===== config.mk =====
export PLATFORM = sky130hd
export DESIGN_NAME = raw2yuv_stream
export DESIGN_NICKNAME = d
export VERILOG_FILES = /design/src/rtl/raw2yuv_stream.sv
export SDC_FILE = /design/constraint.sdc
export NUM_CORES = 1
export LEC_CHECK = 0
export CORE_UTILIZATION = 55
export DETAILED_ROUTE_END_ITERATION = 6
export HOLD_SLACK_MARGIN = 0.06
export PLACE_DENSITY = 0.74
export SYNTH_ARGS = -nofsm -noshare
export SYNTH_HDL_FRONTEND = slang
export SYNTH_SLANG_ARGS = --single-unit

===== constraint.sdc =====
create_clock -name CLK -period 9.5 [get_ports CLK]
set_input_delay 0.95 -clock CLK [delete_from_list [all_inputs] [get_ports CLK]]
set_output_delay 0.95 -clock CLK [all_outputs]
set_load 0.01 [all_outputs]

===== src/rtl/raw2yuv_stream.sv =====
// raw2yuv_stream: streaming 2x2 Bayer quad to packed YUV422 pixel pair.
// Three stages: demosaic, BT.601 multiply, round/clamp/pack, full backpressure.
// Ports: CLK, RESET (sync, active-high), BAYER_MODE (latched on SOF quads),
//   IN_VALID/IN_READY/IN_SOF/DATA_IN1 {P01,P00}/DATA_IN2 {P11,P10},
//   OUT_VALID/OUT_READY/YUV_DATA_OUT {Y0,U,Y1,V}/OUT_SOF/OUT_EOL/OUT_EOF.
// Option macro RAW2YUV_CHROMA_AVG_EN: U/V averaged over the pair,
//   otherwise U from pixel 0 and V from pixel 1.
module raw2yuv_stream #(
  parameter int PIX_WIDTH  = 8,
  parameter int LINE_PAIRS = 320,
  parameter int LINES      = 240
) (
  input  logic                   CLK,
  input  logic                   RESET,
  input  logic [1:0]             BAYER_MODE,
  input  logic                   IN_VALID,
  output logic                   IN_READY,
  input  logic                   IN_SOF,
  input  logic [2*PIX_WIDTH-1:0] DATA_IN1,
  input  logic [2*PIX_WIDTH-1:0] DATA_IN2,
  output logic                   OUT_VALID,
  input  logic                   OUT_READY,
  output logic [31:0]            YUV_DATA_OUT,
  output logic                   OUT_SOF,
  output logic                   OUT_EOL,
  output logic                   OUT_EOF
);

  localparam int PW = $clog2(LINE_PAIRS);
  localparam int LW = (LINES > 1) ? $clog2(LINES) : 1;
  localparam logic [PW-1:0] LAST_PAIR = PW'(LINE_PAIRS - 1);
  localparam logic [LW-1:0] LAST_LINE = LW'(LINES - 1);

  function automatic logic signed [17:0] mac(
    input logic [7:0]         r,
    input logic [7:0]         g,
    input logic [7:0]         b,
    input logic signed [17:0] kr,
    input logic signed [17:0] kg,
    input logic signed [17:0] kb
  );
    return kr * $signed({10'd0, r})
         + kg * $signed({10'd0, g})
         + kb * $signed({10'd0, b})
         + 18'sd128;
  endfunction

  function automatic logic [7:0] fin(
    input logic signed [17:0] acc,
    input logic signed [17:0] off
  );
    logic signed [17:0] t;
    t = (acc >>> 8) + off;
    if (t < 18'sd0) return 8'd0;
    if (t > 18'sd255) return 8'd255;
    return t[7:0];
  endfunction

  logic en;
  logic xfer;
  assign en       = !OUT_VALID || OUT_READY;
  assign IN_READY = en;
  assign xfer     = IN_VALID && en;

  logic [7:0] p00, p01, p10, p11;
  assign p00 = DATA_IN1[PIX_WIDTH-1 -: 8];
  assign p01 = DATA_IN1[2*PIX_WIDTH-1 -: 8];
  assign p10 = DATA_IN2[PIX_WIDTH-1 -: 8];
  assign p11 = DATA_IN2[2*PIX_WIDTH-1 -: 8];

  // The SOF quad already uses the mode it loads.
  logic [1:0] mode_q;
  logic [1:0] mode;
  assign mode = (xfer && IN_SOF) ? BAYER_MODE : mode_q;

  logic [7:0] r_d, gt_d, gb_d, b_d;
  always_comb begin
    r_d  = p00;
    gt_d = p01;
    gb_d = p10;
    b_d  = p11;
    unique case (1'b1)
      mode == 2'd1: begin
        r_d = p01; gt_d = p00; gb_d = p11; b_d = p10;
      end
      mode == 2'd2: begin
        r_d = p10; gt_d = p00; gb_d = p11; b_d = p01;
      end
      mode == 2'd3: begin
        r_d = p11; gt_d = p01; gb_d = p10; b_d = p00;
      end
      default: ;
    endcase
  end

  logic       s1_valid, s1_sof;
  logic [7:0] s1_r, s1_gt, s1_gb, s1_b;
  logic       s2_valid, s2_sof;
  logic signed [17:0] s2_y0, s2_u0, s2_y1, s2_v1;

  always_ff @(posedge CLK) begin
    if (en) begin
      s1_sof <= IN_SOF;
      s1_r   <= r_d;
      s1_gt  <= gt_d;
      s1_gb  <= gb_d;
      s1_b   <= b_d;
      s2_sof <= s1_sof;
      s2_y0  <= mac(s1_r, s1_gt, s1_b, 18'sd66, 18'sd129, 18'sd25);
      s2_u0  <= mac(s1_r, s1_gt, s1_b, -18'sd38, -18'sd74, 18'sd112);
      s2_y1  <= mac(s1_r, s1_gb, s1_b, 18'sd66, 18'sd129, 18'sd25);
      s2_v1  <= mac(s1_r, s1_gb, s1_b, 18'sd112, -18'sd94, -18'sd18);
    end
  end

  logic [7:0] y0_f, y1_f, u_o, v_o;
  assign y0_f = fin(s2_y0, 18'sd16);
  assign y1_f = fin(s2_y1, 18'sd16);

`ifdef RAW2YUV_CHROMA_AVG_EN
  logic signed [17:0] s2_u1, s2_v0;
  always_ff @(posedge CLK) begin
    if (en) begin
      s2_u1 <= mac(s1_r, s1_gb, s1_b, -18'sd38, -18'sd74, 18'sd112);
      s2_v0 <= mac(s1_r, s1_gt, s1_b, 18'sd112, -18'sd94, -18'sd18);
    end
  end
  logic [8:0] u_sum, v_sum;
  assign u_sum = {1'b0, fin(s2_u0, 18'sd128)}
               + {1'b0, fin(s2_u1, 18'sd128)} + 9'd1;
  assign v_sum = {1'b0, fin(s2_v0, 18'sd128)}
               + {1'b0, fin(s2_v1, 18'sd128)} + 9'd1;
  assign u_o = u_sum[8:1];
  assign v_o = v_sum[8:1];
`else
  assign u_o = fin(s2_u0, 18'sd128);
  assign v_o = fin(s2_v1, 18'sd128);
`endif

  // Positions are assigned as pairs enter the output register; every
  // loaded pair leaves in order, so this matches counting transfers.
  logic [PW-1:0] pair_cnt, pos_pair;
  logic [LW-1:0] line_cnt, pos_line;
  logic          eol, eof;
  assign pos_pair = s2_sof ? '0 : pair_cnt;
  assign pos_line = s2_sof ? '0 : line_cnt;
  assign eol      = (pos_pair == LAST_PAIR);
  assign eof      = eol && (pos_line == LAST_LINE);

  always_ff @(posedge CLK) begin
    if (RESET) begin
      mode_q       <= 2'd0;
      s1_valid     <= 1'b0;
      s2_valid     <= 1'b0;
      OUT_VALID    <= 1'b0;
      OUT_SOF      <= 1'b0;
      OUT_EOL      <= 1'b0;
      OUT_EOF      <= 1'b0;
      YUV_DATA_OUT <= '0;
      pair_cnt     <= '0;
      line_cnt     <= '0;
    end else begin
      if (xfer && IN_SOF) mode_q <= BAYER_MODE;
      if (en) begin
        s1_valid  <= xfer;
        s2_valid  <= s1_valid;
        OUT_VALID <= s2_valid;
        OUT_SOF   <= s2_valid && s2_sof;
        OUT_EOL   <= s2_valid && eol;
        OUT_EOF   <= s2_valid && eof;
        if (s2_valid) begin
          YUV_DATA_OUT <= {y0_f, u_o, y1_f, v_o};
          pair_cnt     <= eol ? '0 : pos_pair + 1'b1;
          if (eol)
            line_cnt <= (pos_line == LAST_LINE) ? '0 : pos_line + 1'b1;
          else
            line_cnt <= pos_line;
        end
      end
    end
  end

endmodule


## Word level (Yosys, flattened, before mapping)

Index checks and enable logic that the tools add are counted.

- Register bits: 163
- Latch bits: 0
- Bits in writable memories: 0
- Bits in read-only memories: 0
- Input port bits: 39
- Output and inout port bits: 37
- Word-level logic and storage cells: 109
- Memories kept: 0

- $add $sub $neg: 18
- Multipliers: 10
- Div/mod/pow operators: 0
- Magnitude comparators: 8
- Equal/unequal tests: 5
- Shifts and indexed selects: 0
- Multiplexer cells: 38
- Bitwise logic cells: 0
- Reduce and logical (&&, ||, !) cells: 10

Operator list:

| kind | count |
|---|---|
| two-way mux 8 bit | 21 |
| adder 18 x 9 -> 18 bit, second input constant | 4 |
| one-hot mux 8 bit (3 select lines) | 2 |
| > comparator 11 x 9 -> 1 bit, second input constant | 4 |
| < comparator 11 x 1 -> 1 bit, second input constant | 4 |
| adder 16 x 17 -> 18 bit | 2 |
| multiplier 7 x 9 -> 16 bit, first input constant | 2 |
| multiplier 8 x 8 -> 16 bit, first input constant | 2 |
| adder 10 x 6 -> 11 bit, second input constant | 2 |
| adder 10 x 9 -> 11 bit, second input constant | 2 |
| multiplier 3 x 8 -> 11 bit, first input constant | 2 |
| adder 17 x 13 -> 18 bit | 1 |
| adder 18 x 15 -> 18 bit | 1 |
| adder 18 x 16 -> 18 bit | 1 |
| adder 18 x 17 -> 18 bit | 1 |
| adder 18 bit | 1 |
| two-way mux 9 bit | 2 |
| adder 15 x 16 -> 17 bit | 1 |
| multiplier 6 x 9 -> 15 bit, first input constant | 1 |
| multiplier 5 x 9 -> 14 bit, first input constant | 1 |
| multiplier 6 x 8 -> 14 bit, first input constant | 1 |
| multiplier 5 x 8 -> 13 bit, first input constant | 1 |
| two-way mux 1 bit | 12 |
| adder 9 x 1 -> 9 bit, second input constant | 1 |
| other kinds (11) | 17 |

## Longest topological paths before layout

- Depth after elaboration: 8
- Mapped depth: 28
- Gate-level depth less buffers: 28

## Worst setup path after synthesis

OpenSTA, ideal clock, no wires.

- Path kind: reg2reg
- Start: register s1_gt[4]
- End: register s2_u0[17], data pin
- Library setup time: 0.274 ns
- Arrival time: 5.685 ns
- Required time: 9.226 ns
- Path slack: 3.542 ns
- Stages on the path, launching flop included: 26
- Path buffers: 0
- Clock period less this slack: 5.958 ns
- Cells stage by stage: edfxtp_1 inv_1 ha_1 inv_1 fa_1 fa_1 inv_1 fa_1 inv_1 ha_1 inv_1 a21oi_1 o21a_1 nor2_1 o21ai_0 xnor2_1 fa_1 inv_1 ha_1 ha_1 a21oi_1 nor2b_1 o21ai_0 o21ai_0 o41ai_1 xor2_1

- Word-level cells in the longest chain between the ends: 4

Ends and longest elaborated chain:

| item | RTL line | text |
|---|---|---|
| start: declaration | 97 | `logic [7:0] s1_r, s1_gt, s1_gb, s1_b;` |
| start signal: assignment | 105 | `s1_gt <= gt_d;` |
| multiplier 7 x 9 -> 16 bit | 43 | `+ kg * $signed({10'd0, g})` |
| adder 16 x 17 -> 18 bit | 43 |  |
| adder 18 x 16 -> 18 bit | 44 | `+ kb * $signed({10'd0, b})` |
| adder 18 x 9 -> 18 bit | 45 | `+ 18'sd128;` |
| end signal: assignment | 110 | `s2_u0 <= mac(s1_r, s1_gt, s1_b, -18'sd38, -18'sd74, 18'sd112);` |
| end: declaration | 99 | `logic signed [17:0] s2_y0, s2_u0, s2_y1, s2_v1;` |

No other way between the ends.
A chain may end at the register's enable or synchronous reset.

## Final worst setup path

Same ends and word-level chain as after synthesis.

==> results.sh <==
export IMPL_outcome="completed"
export IMPL_place_congestion=0.8982
export IMPL_ys_flop_type="edfxtp_1"
export IMPL_worst_slack_ns=2.923
export IMPL_io_pins=76
export IMPL_synth_xor_area_share_pct=5.556
export IMPL_cap_violations=0
export IMPL_dpl_hpwl_mm=28.15
export IMPL_critPathLaunch="s1_gt[4]"
export IMPL_fin_setup_tns_ns=0
export IMPL_area_delta_synth_final_pct=10.94
export IMPL_hold_buffers=0
export IMPL_ys_types=63
export IMPL_startpoint_type="flop"
export IMPL_ys_ff_latch=131
export IMPL_reg2reg_slack_ns=2.92
export IMPL_htreeDepth=4
export IMPL_clock_latency_ns=0.43
export IMPL_grt_pass1_vias=11283
export IMPL_pre_cts_slack_ns=2.979
export IMPL_grt_usage_pct=25.01
export IMPL_finClkSkew_ns=0.009903
export IMPL_cp_arrival_ns=6.74
export IMPL_slowest_stage="fa_1"
export IMPL_synth_top_family_by_area="adder cells"
export IMPL_synth_nets=2102
export IMPL_slew_headroom_pct=30.89
export IMPL_cp_max_fo=8
export IMPL_wl_per_cell_um=16.74
export IMPL_clk_path_buf_depth=2
export IMPL_yosysWarnings=0
export IMPL_wirelength_mm=34.47
export IMPL_worstHoldStart="s1_sof"
export IMPL_port_buffers=75
export IMPL_synth_fa_ha_area_share_pct=43.08
export IMPL_r2r_cells=25
export IMPL_clkSlewWorstSetupHoldPaths_ns=0.06
export IMPL_fin_nets=2176
export IMPL_synth_compound_area_share_pct=11.37
export IMPL_fmax_ghz=0.1520
export IMPL_cpPeakStageDelay_ns=0.55
export IMPL_synth_simple_gate_area_share_pct=8.602
export IMPL_synth_edff_count=74
export IMPL_slew_viol_final=0
export IMPL_worstPathRequired_ns=9.66
export IMPL_critical_path_most_common_cell="inv_1"
export IMPL_drive_gt1_share_pct=4.105
export IMPL_grt_first_pass_wirelength_mm=56.22
export IMPL_hold_viol=0
export IMPL_fp_dieArea_um2=29050
export IMPL_worst_pin_slew_ns=1.037
export IMPL_drt_iter0_markers=531
export IMPL_r2r_start="s1_gt[4]"
export IMPL_core_rowCount=61
export IMPL_endpoint_kind="flop"
export IMPL_period_minus_slack_ns=6.577
export IMPL_antenna_found_initial=0
export IMPL_start_util_pct=56.03
export IMPL_viasPerCell=5.488
export IMPL_num_antenna_cells=0
export IMPL_cts_root_buf="clkbuf_16"
export IMPL_die_h_um=170.5
export IMPL_syn_area_um2=15610
export IMPL_drt_first_pass_iters=6
export IMPL_cts_tree="yes"
export IMPL_synth_cells=1594
export IMPL_coreArea_um2=27860
export IMPL_finalCritPeriodShare_pct=69.23
export IMPL_ant_nets=0
export IMPL_overflow=0
export IMPL_grt_max_degree=58
export IMPL_synth_seq_area_share_pct=21.55
export IMPL_setup_viol=0
export IMPL_holdWs_ns=0.4369
export IMPL_dieWidth_um=170.5
export IMPL_worstHoldPathType="flop to flop"
export IMPL_clock_sinks=131
export IMPL_rsz0062_at_grt="no"
export IMPL_cts_buffers=17
export IMPL_vias=11300
export IMPL_avgSynthCellArea_um2=9.791
export IMPL_min_path_cells=0
export IMPL_async_flop_share_pct=0
export IMPL_drcViolationCount=0
export IMPL_path_class="flop to flop"
export IMPL_ctsResizeCount=0
export IMPL_synthMuxAreaShare_pct=2.437
export IMPL_cts_setup_buffers=0
## cells in the final DEF, fill, tap and decap left out, types with 3 or more instances in the layout
master | netlist | final
nor3_1 | 13 | 13
o21ai_0 | 81 | 81
clkbuf_16 | 0 | 17
inv_8 | 0 | 4
inv_6 | 0 | 6
nand2_1 | 81 | 80
dfxtp_1 | 57 | 57
a31oi_1 | 7 | 7
nand3b_1 | 4 | 4
a222oi_1 | 16 | 16
a41oi_1 | 3 | 3
nand3_1 | 15 | 15
xor2_1 | 32 | 32
nand4b_1 | 3 | 3
nand2b_1 | 16 | 16
mux2i_1 | 20 | 20
clkdlybuf4s50_1 | 0 | 74
a21o_1 | 22 | 22
fa_1 | 114 | 114
edfxtp_1 | 74 | 74
nor2_1 | 67 | 67
or3_1 | 5 | 5
o21bai_1 | 14 | 14
a22oi_1 | 5 | 5
xnor2_1 | 67 | 67
nand4_1 | 11 | 11
a21oi_1 | 117 | 117
o31ai_1 | 4 | 4
ha_1 | 355 | 355
mux2_2 | 16 | 16
a21boi_0 | 3 | 3
o21a_1 | 4 | 4
and3_1 | 5 | 5
inv_1 | 277 | 276
nor2b_1 | 18 | 18
nor4b_1 | 3 | 3
and2_1 | 7 | 7
## sequential cells by signal (all words and copies together) (netlist names), 2 cells and up
name          cells
YUV_DATA_OUT     32
line_cnt          8
mode_q            2
pair_cnt          9
s1_b              8
s1_gb             8
s1_gt             8
s1_r              8
s2_u0            10
s2_v1            10
s2_y0            10
s2_y1            10
## Yosys cell counts, types with 3 or more instances
cell | count | area, um^2
nor2_1 | 67 | 251.5
o21a_1 | 4 | 30.03
xnor2_1 | 67 | 586.8
a222oi_1 | 16 | 160.2
clkbuf_8 | 3 | 41.29
or3_1 | 5 | 31.28
a41oi_1 | 3 | 26.28
nand3_1 | 15 | 75.07
and2_1 | 7 | 43.79
clkbuf_1 | 18 | 67.56
ha_1 | 355 | 4442
nor3_1 | 13 | 65.06
fa_1 | 114 | 2282
a31oi_1 | 7 | 43.79
dfxtp_1 | 57 | 1141
nand4_1 | 11 | 68.82
a22oi_1 | 5 | 37.54
nand2b_1 | 16 | 100.1
o31ai_1 | 4 | 30.03
mux2i_1 | 20 | 200.2
o21ai_0 | 81 | 405.4
inv_1 | 277 | 1040
nor4b_1 | 3 | 26.28
a21boi_0 | 3 | 22.52
nand2_1 | 81 | 304.0
o21bai_1 | 14 | 105.1
mux2_2 | 16 | 180.2
nand4b_1 | 3 | 26.28
xor2_1 | 32 | 280.3
nor2b_1 | 18 | 112.6
nand3b_1 | 4 | 30.03
and3_1 | 5 | 31.28
edfxtp_1 | 74 | 2222
a21oi_1 | 117 | 585.6
a21o_1 | 22 | 165.2
## cells by family (layout without fill, tap and decap cells)
logic type	after synthesis	count (layout)
adder cells (fa/ha/maj)	469	469
AO/OA/AOI/OAI	294	294
buffers and inverters	299	386
multiplexers	36	36
flip-flops	131	131
XOR/XNOR	99	99
AND/OR/NAND/NOR	266	266
## metrics by stage
step / instance area, um^2 / instances / util, %
final: 17320 / 2059 / 62.16
after global routing: 17320 / 2059 / 62.16
after CTS: 17320 / 2059 / 62.16
after detailed placement: 16730 / 2027 / 60.05
after global placement: 16730 / 2027 / 60.05
after floorplan: 15610 / 1594 / -
## layout make-up
class / count / area, um^2
Timing Repair Buffer: 77 / 760.7
Clock inverter: 15 / 161.4
Tap cell: 378 / 473.0
Multi-Input combinational cell: 1164 / 11090
Clock buffer: 17 / 425.4
Inverter: 277 / 1041
Sequential cell: 131 / 3363
Fill cell: 2343 / 10540
## routing by layer
layer / routed length [um] / GRT usage, % / vias to the layer above
met5: 0 / 0 / -
met4: 688 / 5.993 / 0
met3: 1146 / 3.674 / 41
met2: 16840 / 44.16 / 210
met1: 15790 / 32.03 / 5445
li1: - / - / 5604
## worst paths after layout
path	end
setup / recovery	s2_u0[17]
hold / removal	s2_sof
setup reg to reg	s2_u0[17]
hold reg to reg	s2_sof
## critical path, delay by kind of cell (launching register included)
| family | cells | cell delay (ns) |
|---|---|---|
| AO/OA/AOI/OAI | 7 | 1.67 |
| adder cells (fa/ha/maj) | 8 | 3.29 |
| XOR/XNOR | 2 | 0.28 |
| flip-flops | 1 | 0.52 |
| AND/OR/NAND/NOR | 2 | 0.11 |
| buffers and inverters | 6 | 0.46 |
Power is left out: the tool's default activity adds up to more than one toggle a clock period on the data nets, which glitch-free logic cannot reach.
